$ cat config.mk
export PLATFORM = sky130hd
export DESIGN_NAME = sram_ctrl
export DESIGN_NICKNAME = d
export VERILOG_FILES = /design/src/rtl/sram_ctrl_pkg.sv /design/src/rtl/sram_pulse_timer.sv /design/src/rtl/sram_ctrl.sv
export SDC_FILE = /design/constraint.sdc
export NUM_CORES = 1
export LEC_CHECK = 0
export ABC_AREA = 0
export BUFFER_PORTS_ARGS = -buffer_cell sky130_fd_sc_hd__buf_2
export CAP_MARGIN = 10
export CORE_ASPECT_RATIO = 1.75
export CORE_MARGIN = 2
export CORE_UTILIZATION = 45
export DETAILED_ROUTE_END_ITERATION = 10
export GPL_TIMING_DRIVEN = 0
export PLACE_DENSITY = 0.73
export SETUP_SLACK_MARGIN = 0.05
export SLEW_MARGIN = 5
export SYNTH_ARGS = -nofsm -noshare
export SYNTH_HDL_FRONTEND = slang
export SYNTH_HIERARCHICAL = 1
export SYNTH_SLANG_ARGS = --single-unit
$ cat constraint.sdc
create_clock -name clk -period 3.84 [get_ports clk]
set_clock_uncertainty 0.2 [all_clocks]
set_input_delay 0.384 -clock clk [delete_from_list [all_inputs] [get_ports clk]]
set_output_delay 0.384 -clock clk [all_outputs]
set_load 0.02 [all_outputs]
$ cat src/rtl/sram_ctrl_pkg.sv
// Shared types for the SRAM macro sequencer: FSM state encoding and request opcode.
package sram_ctrl_pkg;

    typedef enum logic [2:0] {
        IDLE,
        WR_SETUP,
        WR_PULSE,
        WR_HOLD,
        RD_PRE,
        RD_PULSE,
        RD_SAMPLE,
        ERR
    } state_e;

    typedef enum logic {
        OP_RD = 1'b0,
        OP_WR = 1'b1
    } op_e;

endpackage

$ cat src/rtl/sram_pulse_timer.sv
// Loadable down-counter that times the row strobe; done is high while the count is zero.
module sram_pulse_timer #(
    parameter int CNT_W = 4
) (
    input  logic             clk,
    input  logic             rst,
    input  logic             load,
    input  logic [CNT_W-1:0] load_val,
    output logic             done
);

    logic [CNT_W-1:0] cnt_q;
    logic [CNT_W-1:0] cnt_d;

    always_comb begin
        cnt_d = cnt_q;
        if (load) begin
            cnt_d = load_val;
        end else if (cnt_q != '0) begin
            cnt_d = cnt_q - 1'b1;
        end
    end

    always_ff @(posedge clk) begin
        if (rst) begin
            cnt_q <= '0;
        end else begin
            cnt_q <= cnt_d;
        end
    end

    assign done = (cnt_q == '0);

endmodule

$ cat src/rtl/sram_ctrl.sv
// Sequencer for the SRAM macro: turns one read/write request into timed precharge,
// write-driver, row-strobe and sense-amp enables, all driven from registers.
module sram_ctrl
    import sram_ctrl_pkg::*;
#(
    parameter int ROWS   = 2,
    parameter int COLS   = 8,
    parameter int WR_CYC = 10,
    parameter int RD_CYC = 10,
    parameter int AW     = (ROWS > 1) ? $clog2(ROWS) : 1
) (
    input  logic            clk,
    input  logic            rst,
    input  logic            req,
    output logic            ready,
    input  logic            we,
    input  logic [AW-1:0]   addr,
    input  logic [COLS-1:0] wdata,
    output logic [COLS-1:0] rdata,
    output logic            rvalid,
    output logic            err,
    output logic            drv_en,
    output logic [COLS-1:0] drv_data,
    output logic [ROWS-1:0] row_wr_en,
    output logic [ROWS-1:0] row_rd_en,
    output logic            pre_en,
    output logic            sa_en,
    input  logic [COLS-1:0] sa_out
);

    localparam int MAX_CYC = (WR_CYC > RD_CYC) ? WR_CYC : RD_CYC;
    localparam int CNT_W   = $clog2(MAX_CYC + 1);

    state_e state_q, state_d;
    op_e    op_in;
    logic [AW-1:0]    addr_q, addr_d;
    logic             tmr_load;
    logic [CNT_W-1:0] tmr_val;
    logic             tmr_done;
    logic [ROWS-1:0]  row_sel;

    logic            ready_q, ready_d;
    logic            rvalid_q, rvalid_d;
    logic            err_q, err_d;
    logic            drv_en_q, drv_en_d;
    logic            pre_en_q, pre_en_d;
    logic            sa_en_q, sa_en_d;
    logic [COLS-1:0] rdata_q, rdata_d;
    logic [COLS-1:0] drv_data_q, drv_data_d;
    logic [ROWS-1:0] row_wr_en_q, row_wr_en_d;
    logic [ROWS-1:0] row_rd_en_q, row_rd_en_d;

    assign op_in = we ? OP_WR : OP_RD;

    sram_pulse_timer #(
        .CNT_W (CNT_W)
    ) u_timer (
        .clk      (clk),
        .rst      (rst),
        .load     (tmr_load),
        .load_val (tmr_val),
        .done     (tmr_done)
    );

    always_ff @(posedge clk) begin
        if (rst) begin
            state_q <= IDLE;
        end else begin
            state_q <= state_d;
        end
    end

    // The timer is loaded with N-1 on the cycle before the pulse so the pulse lasts N clocks.
    always_comb begin
        state_d  = state_q;
        addr_d   = addr_q;
        tmr_load = 1'b0;
        tmr_val  = '0;
        unique case (state_q)
            IDLE: begin
                if (req && ready_q) begin
                    addr_d = addr;
                    if (32'(addr) >= 32'(ROWS)) begin
                        state_d = ERR;
                    end else if (op_in == OP_WR) begin
                        state_d = WR_SETUP;
                    end else begin
                        state_d = RD_PRE;
                    end
                end
            end
            WR_SETUP: begin
                state_d  = WR_PULSE;
                tmr_load = 1'b1;
                tmr_val  = CNT_W'(WR_CYC - 1);
            end
            WR_PULSE:  if (tmr_done) state_d = WR_HOLD;
            WR_HOLD:   state_d = IDLE;
            RD_PRE: begin
                state_d  = RD_PULSE;
                tmr_load = 1'b1;
                tmr_val  = CNT_W'(RD_CYC - 1);
            end
            RD_PULSE:  if (tmr_done) state_d = RD_SAMPLE;
            RD_SAMPLE: state_d = IDLE;
            ERR:       state_d = IDLE;
            default:   state_d = IDLE;
        endcase
    end

    // Outputs are decoded from the next state so every enable comes straight off a flop.
    always_comb begin
        row_sel     = ROWS'(1) << addr_d;
        ready_d     = (state_d == IDLE);
        drv_en_d    = (state_d == WR_SETUP) || (state_d == WR_PULSE) || (state_d == WR_HOLD);
        row_wr_en_d = (state_d == WR_PULSE) ? row_sel : '0;
        row_rd_en_d = ((state_d == RD_PULSE) || (state_d == RD_SAMPLE)) ? row_sel : '0;
        pre_en_d    = (state_d == RD_PRE);
        sa_en_d     = (state_d == RD_SAMPLE);
        err_d       = (state_d == ERR);
        rvalid_d    = (state_q == RD_SAMPLE);
        rdata_d     = (state_q == RD_SAMPLE) ? sa_out : rdata_q;
        drv_data_d  = ((state_q == IDLE) && (state_d == WR_SETUP)) ? wdata : drv_data_q;
    end

    always_ff @(posedge clk) begin
        if (rst) begin
            ready_q     <= 1'b1;
            rvalid_q    <= 1'b0;
            err_q       <= 1'b0;
            drv_en_q    <= 1'b0;
            pre_en_q    <= 1'b0;
            sa_en_q     <= 1'b0;
            rdata_q     <= '0;
            drv_data_q  <= '0;
            row_wr_en_q <= '0;
            row_rd_en_q <= '0;
        end else begin
            ready_q     <= ready_d;
            rvalid_q    <= rvalid_d;
            err_q       <= err_d;
            drv_en_q    <= drv_en_d;
            pre_en_q    <= pre_en_d;
            sa_en_q     <= sa_en_d;
            rdata_q     <= rdata_d;
            drv_data_q  <= drv_data_d;
            row_wr_en_q <= row_wr_en_d;
            row_rd_en_q <= row_rd_en_d;
        end
    end

    always_ff @(posedge clk) begin
        addr_q <= addr_d;
    end

    assign ready     = ready_q;
    assign rvalid    = rvalid_q;
    assign err       = err_q;
    assign drv_en    = drv_en_q;
    assign drv_data  = drv_data_q;
    assign row_wr_en = row_wr_en_q;
    assign row_rd_en = row_rd_en_q;
    assign pre_en    = pre_en_q;
    assign sa_en     = sa_en_q;
    assign rdata     = rdata_q;

endmodule
==> results.json, run 1 <==
{
  "dr.pass1.iters": 4,
  "dp_slack_ns": 1.84,
  "cts_hold_buf": 0,
  "core_mm2": 0.00286,
  "clock-root-buffer": "clkbuf_8",
  "nets": 213,
  "p_total_uw": 1120,
  "grt_use_total_pct": 18.8,
  "worst-slew-pin-transition_ns": 0.539,
  "dp_hpwl_mm": 2.22,
  "globalRouteOverflowTotal": 0,
  "synthCells": 136,
  "ir_worst_vdd_uv": 419,
  "row_count": 26,
  "seqCellArea_um2": 681,
  "slew_headroom_pct": 63.8,
  "worst_setup_path_end_kind": "flop",
  "critPathArrivalTime_ns": 2.01,
  "die_h_um": 75.5,
  "fmax_mhz": 494,
  "via_per_inst": 5.22,
  "drtIter0Drc": 16,
  "vias": 1148,
  "yosysTopAreaCell": "dfxtp_1",
  "crit_type": "flop to flop",
  "syn2layout_area_growth_pct": 29.0,
  "post-cts-setup-buffers": 0,
  "ys_async_sr_fraction_pct": 0,
  "io_pins": 47,
  "crit_fanout": 6,
  "drv_slew": 0,
  "setup_tns_ns": 0,
  "multi_input_area_um2": 588,
  "final-hold-violation-count": 0,
  "syn_area_per_cell_um2": 9.67,
  "clkTransAtPathRegs_ns": 0.07,
  "ys_seq_elements": 34,
  "antenna_cells": 0,
  "fill_cells": 267,
  "numCtsBuffers": 5,
  "grt_antenna_before_repair": 0,
  "hp-class": "input pin to flop",
  "gp_congestion": 0.770,
  "ys_top_cells_by_area": "dfxtp_1 (52%), mux2i_1 (6.1%), nor2_1 (4.6%)",
  "p_leak_uw": 0.000835,
  "grt_pass1_vias": 1126,
  "die_w_um": 44.9,
  "start_util_pct": 45.9,
  "rsz0062_at_grt": "false",
  "h-tree-depth": 2,
  "grt_start_max_net_pins": 12,
  "grt_first_pass_wirelength_mm": 4.49,
  "drc": 0,
  "fin_crit_sh_pct": 52.8,
  "fin_util_pct": 59.3,
  "dieArea_mm2": 0.00339,
  "synth_common_cells": "dfxtp_1 (34), nor2_1 (16), nand2_1 (15), a21oi_1 (10)",
  "worstPathRequired_ns": 3.83,
  "cts_resized": 0,
  "insertion_delay_ns": 0.29,
  "cts_sinks": 34,
  "outcome": "finished, final reports clean",
  "dominantRegCellSynth": "dfxtp_1",
  "ant_nets": 0,
  "yosysTopAreaCellShare_pct": 51.8,
  "worst_slack_ns": 1.81,
  "syn-cell-area_mm2": 0.00132,
  "clockBufferDepth": 2,
  "yosysMostFrequentCell": "dfxtp_1",
  "routed_wl_mm": 2.88,
  "post-route-min-period_ns": 2.03,
  "synth_seq_area_share_pct": 51.8,
  "power.density_mw_per_mm2": 660,
  "drive_gt1_share_pct": 34.9,
  "finalSetupViolations": 0,
  "port_buffers": 46,
  "synth_cell_type_count": 37,
  "cap_violations": 0,
  "start_kind": "flop",
  "cts_tree": "yes",
  "whs_ns": 0.136,
  "ys_warn_count": 6,
  "synth_edf_count": 0,
  "routedWlPerCell_um": 13.1
}
kinds of logic after synthesis:
family / share of synthesized area (%)
adders and majority gates: 0.951
xor gates and xnor gates: 2.00
buffers and inverters: 4.09
and+or+nand+nor: 25.0
DFF: 51.8
other: 0.285
muxes: 8.09
AOI/OAI and AO/OA: 7.80
final cells by class:
type,count,area share [%]
buffer,8,2.51
tap,28,2.06
clock inverter,3,2.36
timing repair buffer,46,13.6
multi-input combinational,93,34.7
clock buffer,5,4.06
inverter,3,0.664
sequential,34,40.1
stage by stage:
step           cell area (µm²)  instances
4_1_cts                   1700        220
3_5_place_dp              1590        212
5_1_grt                   1700        220
3_3_place_gp              1590        212
2_1_floorplan             1320        138
6_report                  1700        220
layer usage:
metal | part of all wire (%) | global-route usage, %
met5 | 0 | 0
met4 | 2.0 | 10.5
met3 | 7.0 | 7.11
met2 | 55 | 34.1
met1 | 35 | 17.4
final timing paths:
check | startpoint | endpoint | slack [ns] | cells after the start
setup / recovery | u_timer/cnt_q[0] | row_wr_en[0] | 1.81 | 7
hold / removal | sa_out[3] | rdata[3] | 0.14 | 3
setup reg to reg | u_timer/cnt_q[0] | row_wr_en[0] | 1.81 | 7
hold reg to reg | addr_q | row_rd_en[0] | 0.25 | 1
report_power, final:
part	internal (µW)	total (µW)	leakage (µW)	switching, µW
sequential	409	445	0.000277	35.3
clock	191	316	0.0000579	126
combinational	161	359	0.000499	197
placed cells by master, fill, tap and decap left out:
| cell | n |
|---|---|
| or2_2 | 1 |
| buf_1 | 1 |
| nand2b_1 | 1 |
| ha_1 | 1 |
| clkbuf_1 | 2 |
| o32ai_1 | 1 |
| nor2b_2 | 1 |
| clkinv_2 | 2 |
| o22a_1 | 1 |
| nor2b_1 | 2 |
| nor2_1 | 16 |
| or2b_1 | 1 |
| conb_1 | 3 |
| clkbuf_8 | 5 |
| nor3_2 | 1 |
| nor3_1 | 4 |
| a31oi_1 | 1 |
| o22ai_1 | 2 |
| nor4b_1 | 1 |
| nand3_1 | 8 |
| nand4bb_1 | 1 |
| xnor2_1 | 3 |
| nor4_4 | 1 |
| nor3b_1 | 1 |
| nor3b_4 | 1 |
| a21oi_1 | 10 |
| a32oi_1 | 1 |
| nand3b_1 | 2 |
| buf_2 | 50 |
| bufinv_16 | 1 |
| mux2_2 | 1 |
| inv_1 | 3 |
| buf_6 | 1 |
| and3b_1 | 1 |
| mux2_4 | 1 |
| mux2i_1 | 8 |
| dfxtp_1 | 34 |
| and3b_2 | 1 |
| nand2_1 | 15 |
| o211ai_1 | 1 |
critical path, stage by stage (launching register included):
cell and delay, ns:
dfxtp_1 0.32, inv_1 0.08, ha_1 0.19, nor3b_4 0.33, or2b_1 0.15, nand3b_1 0.08
a21oi_1 0.30, nor4b_1 0.27
flip-flops by register name, indices dropped and copies added, names as in the netlist, 2 cells and up:
| register | count |
|---|---|
| drv_data | 8 |
| rdata | 8 |
| row_rd_en | 2 |
| row_wr_en | 2 |
| state_q | 3 |
| u_timer/cnt_q | 4 |
(Power assumes the default switching activity.)
==> inputs of run 2 (changes only) <==
--- a/config.mk
+++ b/config.mk
@@ -10,7 +10,7 @@
 export CAP_MARGIN = 10
 export CORE_ASPECT_RATIO = 1.75
 export CORE_MARGIN = 2
-export CORE_UTILIZATION = 45
+export CORE_UTILIZATION = 43
 export DETAILED_ROUTE_END_ITERATION = 10
 export GPL_TIMING_DRIVEN = 0
 export PLACE_DENSITY = 0.73
==> constraint.sdc (replaced) <==
create_clock -name clk -period 1.7 [get_ports clk]
set_clock_uncertainty 0.2 [all_clocks]
set_input_delay 0.17 -clock clk [delete_from_list [all_inputs] [get_ports clk]]
set_output_delay 0.17 -clock clk [all_outputs]
set_load 0.02 [all_outputs]
==> run 2 against run 1 <==
The flow now finishes with violations (negative setup slack). Design area is 26% higher. Critical path depth unchanged. Power grew to 2.7 times the previous value. Non-clock buffer count grew 39. Clock power increased by 93%. Setup slack worse by 2.0 ns. Largest power group is now combinational cells.
==> results.json, run 2 (same netlist as run 1, synthesis figures left out) <==
{
  "ant_nets": 0,
  "start_kind": "flop",
  "crit_type": "flop to flop",
  "gp_congestion": 0.828,
  "seq_power_share_pct": 34.4,
  "insertion_delay_ns": 0.28,
  "p_sw_uw": 1010,
  "failed_checks": "negative setup slack",
  "multi_input_area_um2": 677,
  "final_cells": 259,
  "vias": 1350,
  "dr.pass1.iters": 4,
  "port_buffers": 46,
  "routed_wl_mm": 3.72,
  "die_w_um": 45.8,
  "seqCellArea_um2": 688,
  "h-tree-depth": 2,
  "fmax_mhz": 540,
  "dp_hpwl_mm": 2.18,
  "worstPathRequired_ns": 1.70,
  "worst_slack_ns": -0.151,
  "fill_cells": 203,
  "clkPwrFrac_pct": 20.3,
  "drtIter0Drc": 23,
  "grt_pass1_vias": 1326,
  "worst_setup_path_end_kind": "flop",
  "p_leak_uw": 0.00103,
  "setup_tns_ns": -0.505,
  "p_total_uw": 3000,
  "switching_share_pct": 33.8,
  "dieArea_mm2": 0.00353,
  "row_count": 26,
  "clock-root-buffer": "clkbuf_8",
  "nets": 252,
  "final_cell_mix": "buf_2 (48), dfxtp_1 (30), dlygate4sd3_1 (19), buf_4 (17), nor2_1 (14)",
  "drc": 0,
  "rsz0062_at_grt": "true",
  "core_mm2": 0.00293,
  "cp_slowest_cell": "dfxtp_2",
  "p_int_uw": 1990,
  "outcome": "finished with violations",
  "clockBufferDepth": 2,
  "power.density_mw_per_mm2": 1400,
  "finalSetupViolations": 7,
  "drive_gt1_share_pct": 45.5,
  "antenna_cells": 0,
  "grt_use_total_pct": 21.4,
  "cp_cell_sequence": "inv_2 -> ha_4 -> nor3b_4 -> or2b_1 -> nand3b_1 -> a21oi_4 -> nor4b_2",
  "clkTransAtPathRegs_ns": 0.07,
  "die_h_um": 77.2,
  "via_per_inst": 5.21,
  "power_frac_comb_pct": 45.2,
  "cts_tree": "yes",
  "place_inst": 212,
  "globalRouteOverflowTotal": 0,
  "final_common_cell": "buf_2",
  "drv_slew": 0,
  "slowest_delay_ns": 0.33,
  "io_pins": 47,
  "numCtsBuffers": 5,
  "grt_start_max_net_pins": 12,
  "grt_antenna_before_repair": 0,
  "critPathArrivalTime_ns": 1.85,
  "post-route-min-period_ns": 1.85,
  "routedWlPerCell_um": 14.3,
  "hp-class": "input pin to flop",
  "crit_fanout": 5,
  "cap_violations": 0,
  "ir_worst_vdd_uv": 1050,
  "grt_first_pass_wirelength_mm": 5.58,
  "start_util_pct": 44.9,
  "fin_crit_sh_pct": 109,
  "cts_sinks": 34,
  "syn2layout_area_growth_pct": 62.7,
  "final-hold-violation-count": 0
}
[run 2: cell types whose count changed in the layout (fill, tap and decap cells not counted), sizes merged]
cell,change
clkinv,-1
dlygate4sd3,+19
buf,+19
bufinv,-1
clkbuf,+2
inv,+1
[run 2: timing repair]
action	4_1_cts	5_1_grt
pin swaps	12	8
endpoints found under the setup margin	13	12
setup buffers	17	10
gates resized for setup	10	11
hold endpoints to repair	19	0
hold buffers	19	0
[run 2: worst max-delay path, delay by kind of cell (launching register included)]
family,cells,cell delay [ns]
buffers and inverters,1,0.08
DFF,1,0.33
AOI/OAI and AO/OA,1,0.22
adders and majority gates,1,0.13
and+or+nand+nor,4,0.79
[run 2: path summary, 6_finish.rpt]
kind                                  startpoint           end  slack (ns)  cells past startpoint
worst max-delay path            u_timer/cnt_q[1]  row_wr_en[0]       -0.15                      7
worst min-delay path                         rst    state_q[0]        0.07                      3
worst min register to register       drv_data[7]   drv_data[7]        0.26                      2
worst max register to register  u_timer/cnt_q[1]  row_wr_en[0]       -0.15                      7
[run 2: layout make-up]
type,count,share of cell area [%]
Clock inverter,2,0.526
Timing Repair Buffer,85,27.4
Tap cell,28,1.64
Buffer,8,2.28
Multi-Input combinational cell,93,31.6
Inverter,3,0.526
Clock buffer,6,3.86
Sequential cell,34,32.2
[run 2: per-stage QoR]
stage	setup WS, ns	hold WS [ns]	util (%)	cell area, µm²
final	-0.151	0.0714	73.1	2140
after global routing	-0.189	0.0725	73.1	2140
after CTS	-0.0388	0.0538	70.9	2070
after detailed placement	-0.222	0.214	55.6	1630
after global placement	-0.161	0.205	55.6	1630
after floorplan	0.00598	0.0493	-	1360
[run 2: power by group through the flow]
stage	Combinational, µW	Sequential [µW]	Clock, µW
2_1_floorplan	588	1110	0
3_3_place_gp	819	1040	0
3_5_place_dp	856	1040	0
4_1_cts	1240	1020	629
5_1_grt	1440	1050	661
6_report	1360	1030	610
[run 2: routing by layer]
metal  track usage (%)  share of wire [%]  up-vias
met5                 0                  0        -
met4              11.7                2.9        0
met3              6.12                8.0       12
met2              36.1                 52       74
met1              22.3                 37      612
li1                  -                  -      652
==> inputs of run 3 (changes only) <==
--- a/config.mk
+++ b/config.mk
@@ -8,7 +8,7 @@
 export ABC_AREA = 0
 export BUFFER_PORTS_ARGS = -buffer_cell sky130_fd_sc_hd__buf_2
 export CAP_MARGIN = 10
-export CORE_ASPECT_RATIO = 1.75
+export CORE_ASPECT_RATIO = 0.9
 export CORE_MARGIN = 2
 export CORE_UTILIZATION = 43
 export DETAILED_ROUTE_END_ITERATION = 10
==> run 3 against run 2 <==
The flow still finishes with violations (negative setup slack). Count of clock-buffer cells in the layout rose by 1. Via count is 5.9% lower. Power shrank 13%. Global-route usage shrank 1.2 points. Final cell count rose by 1.5%. Non-clock buffer count decreased by 10. Die area down 0.48%. Utilization shrank 5.5 points. Fmax up 6.9%. First-iteration DRC count up 43%.
==> results.json, run 3 (same netlist as run 1, synthesis figures left out) <==
{
  "outcome": "finished with violations",
  "failed_checks": "negative setup slack",
  "finalSetupViolations": 4,
  "cts_tree": "yes",
  "syn2layout_area_growth_pct": 53.9,
  "crit_end": "drv_en",
  "drv_slew": 0,
  "routedWlPerCell_um": 12.5,
  "dieArea_mm2": 0.00352,
  "cts_sinks": 34,
  "fin_crit_sh_pct": 102,
  "clockBufferDepth": 2,
  "start_util_pct": 43.9,
  "final-hold-violation-count": 0,
  "die_h_um": 56.5,
  "crit_type": "flop to flop",
  "cp_slowest_cell": "dfxtp_2",
  "dp_slack_ns": -0.267,
  "rsz0062_at_grt": "true",
  "vias": 1271,
  "cp_cell_sequence": "inv_2 -> ha_4 -> nor3b_4 -> or2b_1 -> nand3b_1 -> a21oi_4 -> buf_4 -> o22a_1",
  "critPathArrivalTime_ns": 1.75,
  "power.density_mw_per_mm2": 1290,
  "grt_pass1_vias": 1267,
  "whs_ns": 0.0361,
  "row_count": 19,
  "numCtsBuffers": 5,
  "globalRouteOverflowTotal": 0,
  "worst_slack_ns": -0.0313,
  "fmax_mhz": 578,
  "reg2reg_slack_ns": -0.03,
  "final_common_cell": "buf_2",
  "worstPathRequired_ns": 1.72,
  "clkTransAtPathRegs_ns": 0.10,
  "r2r_cells": 8,
  "slowest_delay_ns": 0.34,
  "crit_fanout": 4,
  "grt_start_max_net_pins": 11,
  "critical_path.startpoint": "u_timer/cnt_q[1]",
  "die_w_um": 62.3,
  "fin_util_pct": 67.5,
  "drc": 0,
  "insertion_delay_ns": 0.32,
  "cap_violations": 0,
  "io_pins": 47,
  "grt_antenna_before_repair": 0,
  "start_kind": "flop",
  "routed_wl_mm": 3.28,
  "hp-start": "rst",
  "post-route-min-period_ns": 1.73,
  "port_buffers": 46,
  "grt_first_pass_wirelength_mm": 5.59,
  "reg2reg_to": "drv_en",
  "worst_setup_path_end_kind": "flop",
  "core_mm2": 0.00300,
  "drtIter0Drc": 33,
  "dp_hpwl_mm": 2.04,
  "grt_use_total_pct": 20.1,
  "gp_congestion": 0.797,
  "nets": 242,
  "h-tree-depth": 2,
  "drive_gt1_share_pct": 42.1,
  "hp-class": "input pin to flop",
  "final_cell_mix": "buf_2 (49), dfxtp_1 (31), dlygate4sd3_1 (19), nor2_1 (14), nand2_1 (13)",
  "r2r-start": "u_timer/cnt_q[1]",
  "antenna_cells": 0,
  "p_leak_uw": 0.000954,
  "dr.pass1.iters": 4,
  "clock-root-buffer": "clkbuf_4",
  "ir_worst_vdd_uv": 819,
  "via_per_inst": 4.83,
  "ant_nets": 0
}
run 3: cell types whose count changed in the layout (fill, tap and decap cells not counted), sizes merged:
cell	before	now
buf	71	63
clkbuf	9	8
inv	4	3
run 3: worst min-delay path by stage:
| stage | depth (start not counted) | to | slack [ns] |
|---|---|---|---|
| 4_1_cts | 3 | state_q[1] | 0.01 |
| 3_3_place_gp | 3 | rdata[0] | 0.20 |
| 2_1_floorplan | 1 | u_timer/cnt_q[2] | 0.05 |
| 5_1_grt | 3 | row_wr_en[0] | 0.03 |
| 3_5_place_dp | 3 | rdata[0] | 0.21 |
| 6_report | 3 | row_wr_en[0] | 0.04 |
run 3: worst max-delay path, delay by kind of cell (launching register included):
| kind | cells | cell delay [ns] |
|---|---|---|
| buf+inv | 2 | 0.20 |
| flops | 1 | 0.34 |
| fa+ha+maj | 1 | 0.15 |
| simple gates | 3 | 0.52 |
| compound gates | 2 | 0.23 |
run 3: through the flow:
stage,TNS [ns],instance area [µm²],power (µW),std cells
after floorplan,0,1360,1700,138
after global placement,-0.482,1650,1850,226
after detailed placement,-0.940,1650,1900,226
after CTS,-0.104,1980,2550,262
after global routing,-0.563,2020,2760,263
final,-0.0651,2020,2610,263
run 3: routing by layer:
metal	global-route usage (%)	up-vias	share of wire, %	routed length [µm]
li1	-	631	-	-
met1	22.7	593	42	1380
met2	36.5	38	51	1660
met3	4.41	9	5.0	165
met4	9.21	0	2.2	73
met5	0	-	0	0
run 3: where the power goes:
part	leakage (µW)	internal, µW	switching [µW]
logic	0.000641	565	561
clock network	0.0000353	200	254
registers	0.000278	935	89.1
run 3: final cells by class:
class	count	area, µm²
buffer	8	48.8
clock buffer	7	55.1
clock inverter	1	5.00
fill	234	972
inverter	3	11.3
multi-input combinational	93	668
sequential	34	687
tap	42	52.6
timing repair buffer	75	495
run 3: timing repair:
item / in CTS / in global routing
endpoints found under the hold margin: 22 / 0
endpoints found under the setup margin: 9 / 18
setup buffers: 9 / 1
hold buffers: 19 / 0
pin swaps: 9 / 7
gates resized for setup: 6 / 8
